===== config.mk =====
export PLATFORM = sky130hd
export DESIGN_NAME = dco_tune_ramp
export DESIGN_NICKNAME = d
export VERILOG_FILES = /design/src/rtl/dco_tune_ramp.sv
export SDC_FILE = /design/constraint.sdc
export NUM_CORES = 1
export LEC_CHECK = 0
export BUFFER_PORTS_ARGS = -buffer_cell sky130_fd_sc_hd__buf_4
export CAP_MARGIN = 20
export CORE_MARGIN = 1.5
export CORE_UTILIZATION = 50
export CTS_CLUSTER_SIZE = 20
export DETAILED_ROUTE_END_ITERATION = 10
export PLACE_DENSITY = 0.7
export SETUP_SLACK_MARGIN = 0.15
export SLEW_MARGIN = 0
export SYNTH_ARGS = -nofsm -noshare
export SYNTH_HDL_FRONTEND = slang
export SYNTH_SLANG_ARGS = --single-unit

===== constraint.sdc =====
create_clock -name clk -period 11.1 [get_ports clk]
set_input_delay 1.665 -clock clk [delete_from_list [all_inputs] [get_ports clk]]
set_output_delay 1.665 -clock clk [all_outputs]
set_load 0.1 [all_outputs]

===== src/rtl/dco_tune_ramp.sv =====
// Tuning-word ramp and fractional dither ahead of the 5x5 DCO row/column coder.
// Slews the coder word toward a clamped target, then dithers the fraction once settled.
module dco_tune_ramp #(
    parameter int MAX      = 25,
    parameter int FRAC_W   = 4,
    parameter int STEP     = 1,
    parameter int RST_WORD = 12
) (
    input  logic              clk,
    input  logic              rst,
    input  logic              en,
    input  logic              load,
    input  logic [4:0]        tw_int,
    input  logic [FRAC_W-1:0] tw_frac,
    input  logic              dither_en,
    output logic [4:0]        word,
    output logic              word_en,
    output logic              busy,
    output logic              settled,
    output logic              sat
);

    typedef enum logic [1:0] {
        IDLE,
        RAMP,
        TRACK
    } state_t;

    localparam logic [4:0] MAX_W  = 5'(MAX);
    localparam logic [4:0] RST_W  = 5'(RST_WORD);
    localparam logic [4:0] STEP_W = 5'(STEP);

    state_t            state_q, state_d;
    logic [4:0]        word_q, word_d;
    logic [4:0]        tgt_int_q, tgt_int_d;
    logic [FRAC_W-1:0] tgt_frac_q, tgt_frac_d;
    logic [FRAC_W-1:0] acc_q, acc_d;
    logic              sat_q, sat_d;
    logic              pend_q, pend_d;
    logic              word_en_q;

    logic              clamp;
    logic              retarget;
    logic signed [5:0] diff;
    logic [4:0]        mag;
    logic [4:0]        stp;
    logic [4:0]        ramp_word;
    logic [FRAC_W:0]   sum;
    logic              carry;
    logic [4:0]        dith_word;

    // A load taken while en is low is remembered so the FSM acts on it later
    always_comb begin
        clamp      = tw_int > MAX_W;
        tgt_int_d  = tgt_int_q;
        tgt_frac_d = tgt_frac_q;
        sat_d      = sat_q;
        if (load) begin
            tgt_int_d  = clamp ? MAX_W : tw_int;
            tgt_frac_d = clamp ? '0 : tw_frac;
            sat_d      = clamp;
        end
        retarget = load | pend_q;
        pend_d   = en ? 1'b0 : retarget;
    end

    always_comb begin
        diff = $signed({1'b0, tgt_int_d}) - $signed({1'b0, word_q});
        mag  = diff[5] ? 5'(-diff) : diff[4:0];
        stp  = (mag < STEP_W) ? mag : STEP_W;
        ramp_word = diff[5] ? (word_q - stp) : (word_q + stp);
    end

    // Carry out of the fraction accumulator bumps the word by one LSB
    always_comb begin
        sum   = {1'b0, acc_q} + {1'b0, tgt_frac_d};
        carry = sum[FRAC_W];
        dith_word = (tgt_int_d == MAX_W) ? MAX_W
                                         : tgt_int_d + {4'b0, carry};
    end

    always_comb begin
        state_d = state_q;
        word_d  = word_q;
        acc_d   = acc_q;
        if (en) begin
            unique case (state_q)
                IDLE: begin
                    if (retarget) begin
                        if (word_q != tgt_int_d) begin
                            state_d = RAMP;
                        end else begin
                            state_d = TRACK;
                            acc_d   = '0;
                        end
                    end
                end
                RAMP: begin
                    word_d = ramp_word;
                    if (ramp_word == tgt_int_d) begin
                        state_d = TRACK;
                        acc_d   = '0;
                    end
                end
                TRACK: begin
                    if (retarget && (word_q != tgt_int_d)) begin
                        state_d = RAMP;
                    end else if (dither_en && (tgt_frac_d != '0)) begin
                        acc_d  = sum[FRAC_W-1:0];
                        word_d = dith_word;
                    end else begin
                        acc_d  = '0;
                        word_d = tgt_int_d;
                    end
                end
                default: state_d = IDLE;
            endcase
        end
    end

    always_ff @(posedge clk or posedge rst) begin
        if (rst) begin
            state_q    <= IDLE;
            word_q     <= RST_W;
            tgt_int_q  <= RST_W;
            tgt_frac_q <= '0;
            acc_q      <= '0;
            sat_q      <= 1'b0;
            pend_q     <= 1'b0;
            word_en_q  <= 1'b0;
        end else begin
            state_q    <= state_d;
            word_q     <= word_d;
            tgt_int_q  <= tgt_int_d;
            tgt_frac_q <= tgt_frac_d;
            acc_q      <= acc_d;
            sat_q      <= sat_d;
            pend_q     <= pend_d;
            word_en_q  <= en;
        end
    end

    assign word    = word_q;
    assign word_en = word_en_q;
    assign busy    = (state_q == RAMP);
    assign settled = (state_q == TRACK);
    assign sat     = sat_q;

endmodule


### After elaboration in Yosys (flattened, before gate mapping)

Cells that the tools add are included.

| storage, ports and cells | value |
|---|---|
| bits in registers | 23 |
| input port bits | 14 |
| word-level logic and storage cells | 59 |

| operators by class | value |
|---|---|
| add/subtract/negate cells | 6 |
| $lt $le $gt $ge | 2 |
| equality and inequality tests | 10 |
| muxes and demuxes | 23 |
| bitwise gates (word level) | 1 |
| reductions and logical operators | 9 |

Operator list:

| operator | count |
|---|---|
| two-way mux 5 bit | 8 |
| two-way mux 4 bit | 7 |
| one-hot mux 4 bit (3 select lines) | 1 |
| one-hot mux 5 bit (2 select lines) | 1 |
| two-way mux 2 bit | 4 |
| inequality test 2 bit (second input constant) | 3 |
| one-hot mux 2 bit (3 select lines) | 1 |
| AND reduction 6 bit | 1 |
| subtractor 5 x 5 -> 6 bit | 1 |
| adder 4 x 4 -> 5 bit | 1 |
| adder 5 x 1 -> 5 bit | 1 |
| adder 5 bit | 1 |
| equality test 5 bit | 1 |
| equality test 5 bit (second input constant) | 1 |
| greater-than comparator 5 bit (second input constant) | 1 |
| less-than comparator 5 x 1 -> 1 bit (second input constant) | 1 |
| inequality test 5 bit | 1 |
| negation 5 bit | 1 |
| subtractor 5 bit | 1 |
| inequality test 2 x 1 -> 1 bit (second input constant) | 2 |
| AND reduction 4 bit | 1 |
| nonzero test 4 bit | 1 |
| AND reduction 3 bit | 1 |
| nonzero test 3 bit | 1 |
| 7 further kinds | 8 |

### Depth between registers and ports, before layout

| logic depth | value |
|---|---|
| depth in word-level cells | 13 |
| depth in mapped cells | 23 |

### Least setup slack after synthesis

No wires, ideal clock.

| timing path | value |
|---|---|
| path kind | input port to flip-flop |
| from | input load |
| to | register acc_q[0] |
| library setup time | 0.125 ns |
| arrival time | 6.602 ns |
| data required time | 10.975 ns |
| slack | 4.373 ns |
| cell stages on the path | 21 |
| cell sequence | buf_2 > buf_1 > mux2i_1 > inv_1 > ha_1 > clkbuf_1 > nand4b_1 > mux2i_1 > or4_4 > mux2i_4 > or2_2 > ha_1 > nor2b_1 > o21a_1 > or3_1 > a221oi_1 > nand3_1 > mux2i_1 > nor3_2 > nor2_2 > mux2_2 |

| between the ends | value |
|---|---|
| longest elaborated chain between the ends | 11 |
| elaborated cells between the ends (all ways) | 25 |

Ends and longest elaborated chain:

| element | RTL line | text |
|---|---|---|
| start: declaration | 12 | `input logic load,` |
| two-way mux 5 bit (*) | 58 | `if (load) begin` |
| named net tgt_int_d[4] | 35 | `logic [4:0] tgt_int_q, tgt_int_d;` |
| subtractor 5 x 5 -> 6 bit | 68 | `diff = $signed({1'b0, tgt_int_d}) - $signed({1'b0, word_q});` |
| negation 5 bit | 69 | `mag = diff[5] ? 5'(-diff) : diff[4:0];` |
| two-way mux 5 bit | 69 |  |
| less-than comparator 5 x 1 -> 1 bit | 70 | `stp = (mag < STEP_W) ? mag : STEP_W;` |
| two-way mux 5 bit | 70 |  |
| adder 5 bit or subtractor 5 bit (tied branches) | 71 | `ramp_word = diff[5] ? (word_q - stp) : (word_q + stp);` |
| two-way mux 5 bit | 71 |  |
| equality test 5 bit | 100 | `if (ramp_word == tgt_int_d) begin` |
| inequality test 2 x 1 -> 1 bit (no line) | n/a |  |
| AND reduction 6 bit (no line) (*) | n/a |  |
| end signal: assignment | 127 | `acc_q <= '0;` |
| end signal: assignment | 136 | `acc_q <= acc_d;` |
| end: declaration | 37 | `logic [FRAC_W-1:0] acc_q, acc_d;` |

Mark *: on every way through the listed nets, which the timed path passes. The rest lies on a longest branch. The select of a mux whose other input is x is not followed.
A chain may end at the register's enable or synchronous reset.

### Final worst setup path

| timing path | value |
|---|---|
| from | input tw_int[4] |
| to | register acc_q[1] |

| between the ends | value |
|---|---|
| longest elaborated chain between the ends | 13 |
| elaborated cells between the ends (all ways) | 26 |

Ends and longest elaborated chain:

| element | RTL line | text |
|---|---|---|
| start: declaration | 13 | `input logic [4:0] tw_int,` |
| greater-than comparator 5 bit (*) | 54 | `clamp = tw_int > MAX_W;` |
| two-way mux 5 bit (*) | 59 | `tgt_int_d = clamp ? MAX_W : tw_int;` |
| two-way mux 5 bit (*) | 58 |  |
| named net tgt_int_d[0] | 35 |  |
| subtractor 5 x 5 -> 6 bit | 68 |  |
| negation 5 bit | 69 |  |
| two-way mux 5 bit | 69 |  |
| less-than comparator 5 x 1 -> 1 bit | 70 |  |
| two-way mux 5 bit | 70 |  |
| adder 5 bit or subtractor 5 bit (tied branches) | 71 |  |
| two-way mux 5 bit | 71 |  |
| equality test 5 bit | 100 |  |
| inequality test 2 x 1 -> 1 bit (no line) | n/a |  |
| AND reduction 6 bit (no line) (*) | n/a |  |

Marks and branches as above.

==> impl_metrics.py <==
metrics = {
    "timing": {
        "setup_viol_count_final": 0,
        "final_max_slew_viol_count": 0,
        "maxSlewHeadroom_pct": 42.1,
        "tns_ps": 0,
        "rsz0062_at_grt": "false",
        "worst_pin_slew_ps": 868,
        "post-route-period-util_pct": 62.3,
        "period_minus_slack_ps": 6910,
        "clock_skew_ps": 3.86,
        "final_hold_viol_count": 0,
        "achievable-frequency_mhz": 145,
    },
    "floorplan": {
        "rows": 23,
        "core_area_um2": 4000,
        "die_height_um": 67.7,
        "die_area_um2": 4580,
        "count_of_boundary_i_o_pins": 23,
        "initial_utilization_pct": 52.3,
        "fp.dieW_um": 67.7,
    },
    "power_and_ir_drop": {
        "leakage_uw": 0.00111,
        "ir_drop_v": 0.000240,
        "total_power_uw": 769,
        "seq_power_share_pct": 16.5,
        "pwr-share-comb_pct": 76.5,
        "p_int_uw": 355,
        "swShare_pct": 53.9,
        "clkPwrFrac_pct": 7.0,
        "power.density_nw_per_um2": 328,
        "power_switching_uw": 414,
    },
    "cts": {
        "cts_root_buffer": "clkbuf_8",
        "worst_skew_late_latency_ps": 280,
        "post-cts-setup-buffers": 0,
        "cts_repair_resize_count": 0,
        "cts_max_level": 1,
        "max-clock-path-buffers": 2,
        "cts_buffers": 3,
        "tritoncts_num_sinks": 23,
        "hold_buffers": 0,
        "tritoncts": "yes",
        "clk_pin_slew_worst_paths_ps": 80,
    },
    "route": {
        "drt_pre_antenna_iters": 4,
        "detailroute.via_count": 1787,
        "avgRoutedWirePerCell_um": 14.2,
        "drtAntennaViolNets": 0,
        "detailedRoute.firstIterationViolations": 87,
        "drcViolationCount": 0,
        "drt-total-wl_um": 4420,
        "post_drt_via_cell_ratio": 5.75,
    },
    "finish": {
        "area.growth.synth_to_final_pct": 12.1,
        "most-common-layout-cells": "inv_1, buf_4, nand2_1, ha_1, dfrtp_1",
        "layout.nets": 298,
        "num_antenna_cells": 0,
        "mostFrequentLayoutCell": "inv_1",
        "final_layout_size_suffix_gt1_share_pct": 18.0,
    },
    "yosys": {
        "primary_ff_master_synth": "dfrtp_1",
        "postSynth.asyncResetShare_pct": 100,
        "count_of_flip_flops_with_a_built_in_enable_after_synthesis": 0,
        "synth_warnings": 0,
        "synthesis.area_um2": 2090,
        "synth_largest_type_area_fraction_pct": 22.7,
        "synth_largest_area_cell": "dfrtp_1",
        "syn_area_per_cell_um2": 8.71,
        "ys_types": 55,
        "ys_seq_area_share_pct": 27.8,
        "syn-num-nets": 276,
        "synth_cells": 240,
        "synth-seq-cells": 23,
        "post_synth_main_area_contributors": "dfrtp_1, ha_1, dfstp_2, inv_1, o21ai_0",
    },
    "setup_path": {
        "crit_path_top_delay_cell": "or4_4",
        "crit_path_buf_inv_count": 3,
        "crit_required_ps": 11260,
        "critical_path_arrival_ps": 7070,
        "timing.critical_path.cells": "buf_4 > o211ai_1 > a31oi_1 > inv_1 > ha_1 > fa_1 > ha_1 > nand4b_1 > mux2i_1 > or4_4 > mux2i_4 > or2_2 > inv_1 > fa_1 > xnor2_1 > xnor2_1 > nor3_2 > o2111ai_1 > mux2i_1 > nor3_2 > nor2_2 > mux2_2",
        "worst_setup_path_start_kind": "input pin",
        "crit_family": "simple AND/OR/NAND/NOR gates",
        "setup.worst_path.end_class": "flop",
        "crit_fanout": 6,
        "worst_path_class_setup": "in2reg",
        "cpPeakStageDelay_ps": 570,
    },
    "global_route": {
        "antenna_violations_before_repair": 0,
        "grt-busiest-layer": "met2",
        "grt_use_total_pct": 21.5,
        "pin_count_of_the_biggest_net_entering_global_routing": 24,
        "grt.met3_usage_pct": 2.67,
        "grt_first_pass_wirelength_um": 7440,
        "via_count_of_the_first_global_routing_pass": 1692,
        "grtUsageMet1_pct": 29.7,
        "globalRouteOverflowTotal": 0,
        "global_route.usage.met2_pct": 34.9,
    },
    "place": {
        "dpl.hpwl_um": 3510,
        "routabilityCongestion": 0.806,
        "portBuffers": 22,
    },
    "outcome": {
        "run_status": "completed",
    },
    "hold_path": {
        "hold_path.class": "reg2reg",
    },
    "job": {
        "max_cap_violations": 0,
    },
}
[metal layers]
| layer | up-vias | routed length (um) |
|---|---|---|
| li1 | 903 | - |
| met5 | - | 0 |
| met3 | 5 | 191 |
| met1 | 836 | 2190 |
| met2 | 43 | 1980 |
| met4 | 0 | 59 |
[per-stage QoR]
| step | hold slack (ps) | worst slack, ps | std cells | utilization (%) | area [um2] |
|---|---|---|---|---|---|
| final | 517 | 4190 | 311 | 58.6 | 2340 |
| after global routing | 539 | 3800 | 311 | 58.6 | 2340 |
| after CTS | 523 | 4230 | 311 | 58.6 | 2340 |
| after detailed placement | 502 | 3970 | 307 | 57.5 | 2300 |
| after global placement | 489 | 4030 | 307 | 57.5 | 2300 |
| after floorplan | 468 | 4370 | 240 | - | 2090 |
[registers in the layout, summed over array words and instances, names as in the netlist]
name	cells
word	5
word_en	1
state_q	2
tgt_int_q	5
acc_q	4
sat	1
pend_q	1
tgt_frac_q	4
[kinds of logic after synthesis]
family,share of synthesized area [%]
flip-flops,27.8
adder cells (fa/ha/maj),14.2
AND/OR/NAND/NOR,21.1
XOR/XNOR,6.88
multiplexers,6.64
AO/OA/AOI/OAI,18.3
buffers and inverters,5.09
[Yosys cell counts, drive strengths merged, types with 4 or more instances]
master	n
xnor2	8
mux2	5
nand2	22
a21o	5
nand3	11
nor2	15
inv	23
a21oi	9
o21a	4
mux2i	7
nor3	5
and3	4
nor2b	4
o21ai	16
dfstp	4
xor2	5
dfrtp	19
and2	4
o211ai	5
ha	19
[power by group through the flow]
stage	clock network (uW)	logic, uW	registers [uW]
CTS	54.9	586	127
global placement	0	581	128
global route	57.6	656	130
floorplan	0	418	190
detailed placement	0	585	128
finish	53.6	588	127
[path summary, 6_finish.rpt]
path / start / to / slack [ps] / depth (start not counted)
setup / recovery: tw_int[4] / acc_q[1] / 4190 / 22
hold / removal: word[2] / word[2] / 520 / 2
setup reg to reg: tgt_int_q[2] / acc_q[1] / 5420 / 20
hold reg to reg: word[2] / word[2] / 520 / 2
max in group asynchronous: rst / tgt_frac_q[2] / 9000 / 2
min in group asynchronous: rst / state_q[0] / 1570 / 2
[tightest hold or removal path: stages (launching register included)]
cell and delay, ps:
dfstp_2 400, nand2_1 50, o21ai_0 70
[final cells by class]
class,instances,area (um2)
Clock buffer,3,41.3
Clock inverter,1,5.00
Fill cell,368,1660
Inverter,23,86.3
Multi-Input combinational cell,189,1400
Sequential cell,23,581
Tap cell,50,62.6
Timing Repair Buffer,22,165
No activity file was read; power rests on OpenSTA's default activity.
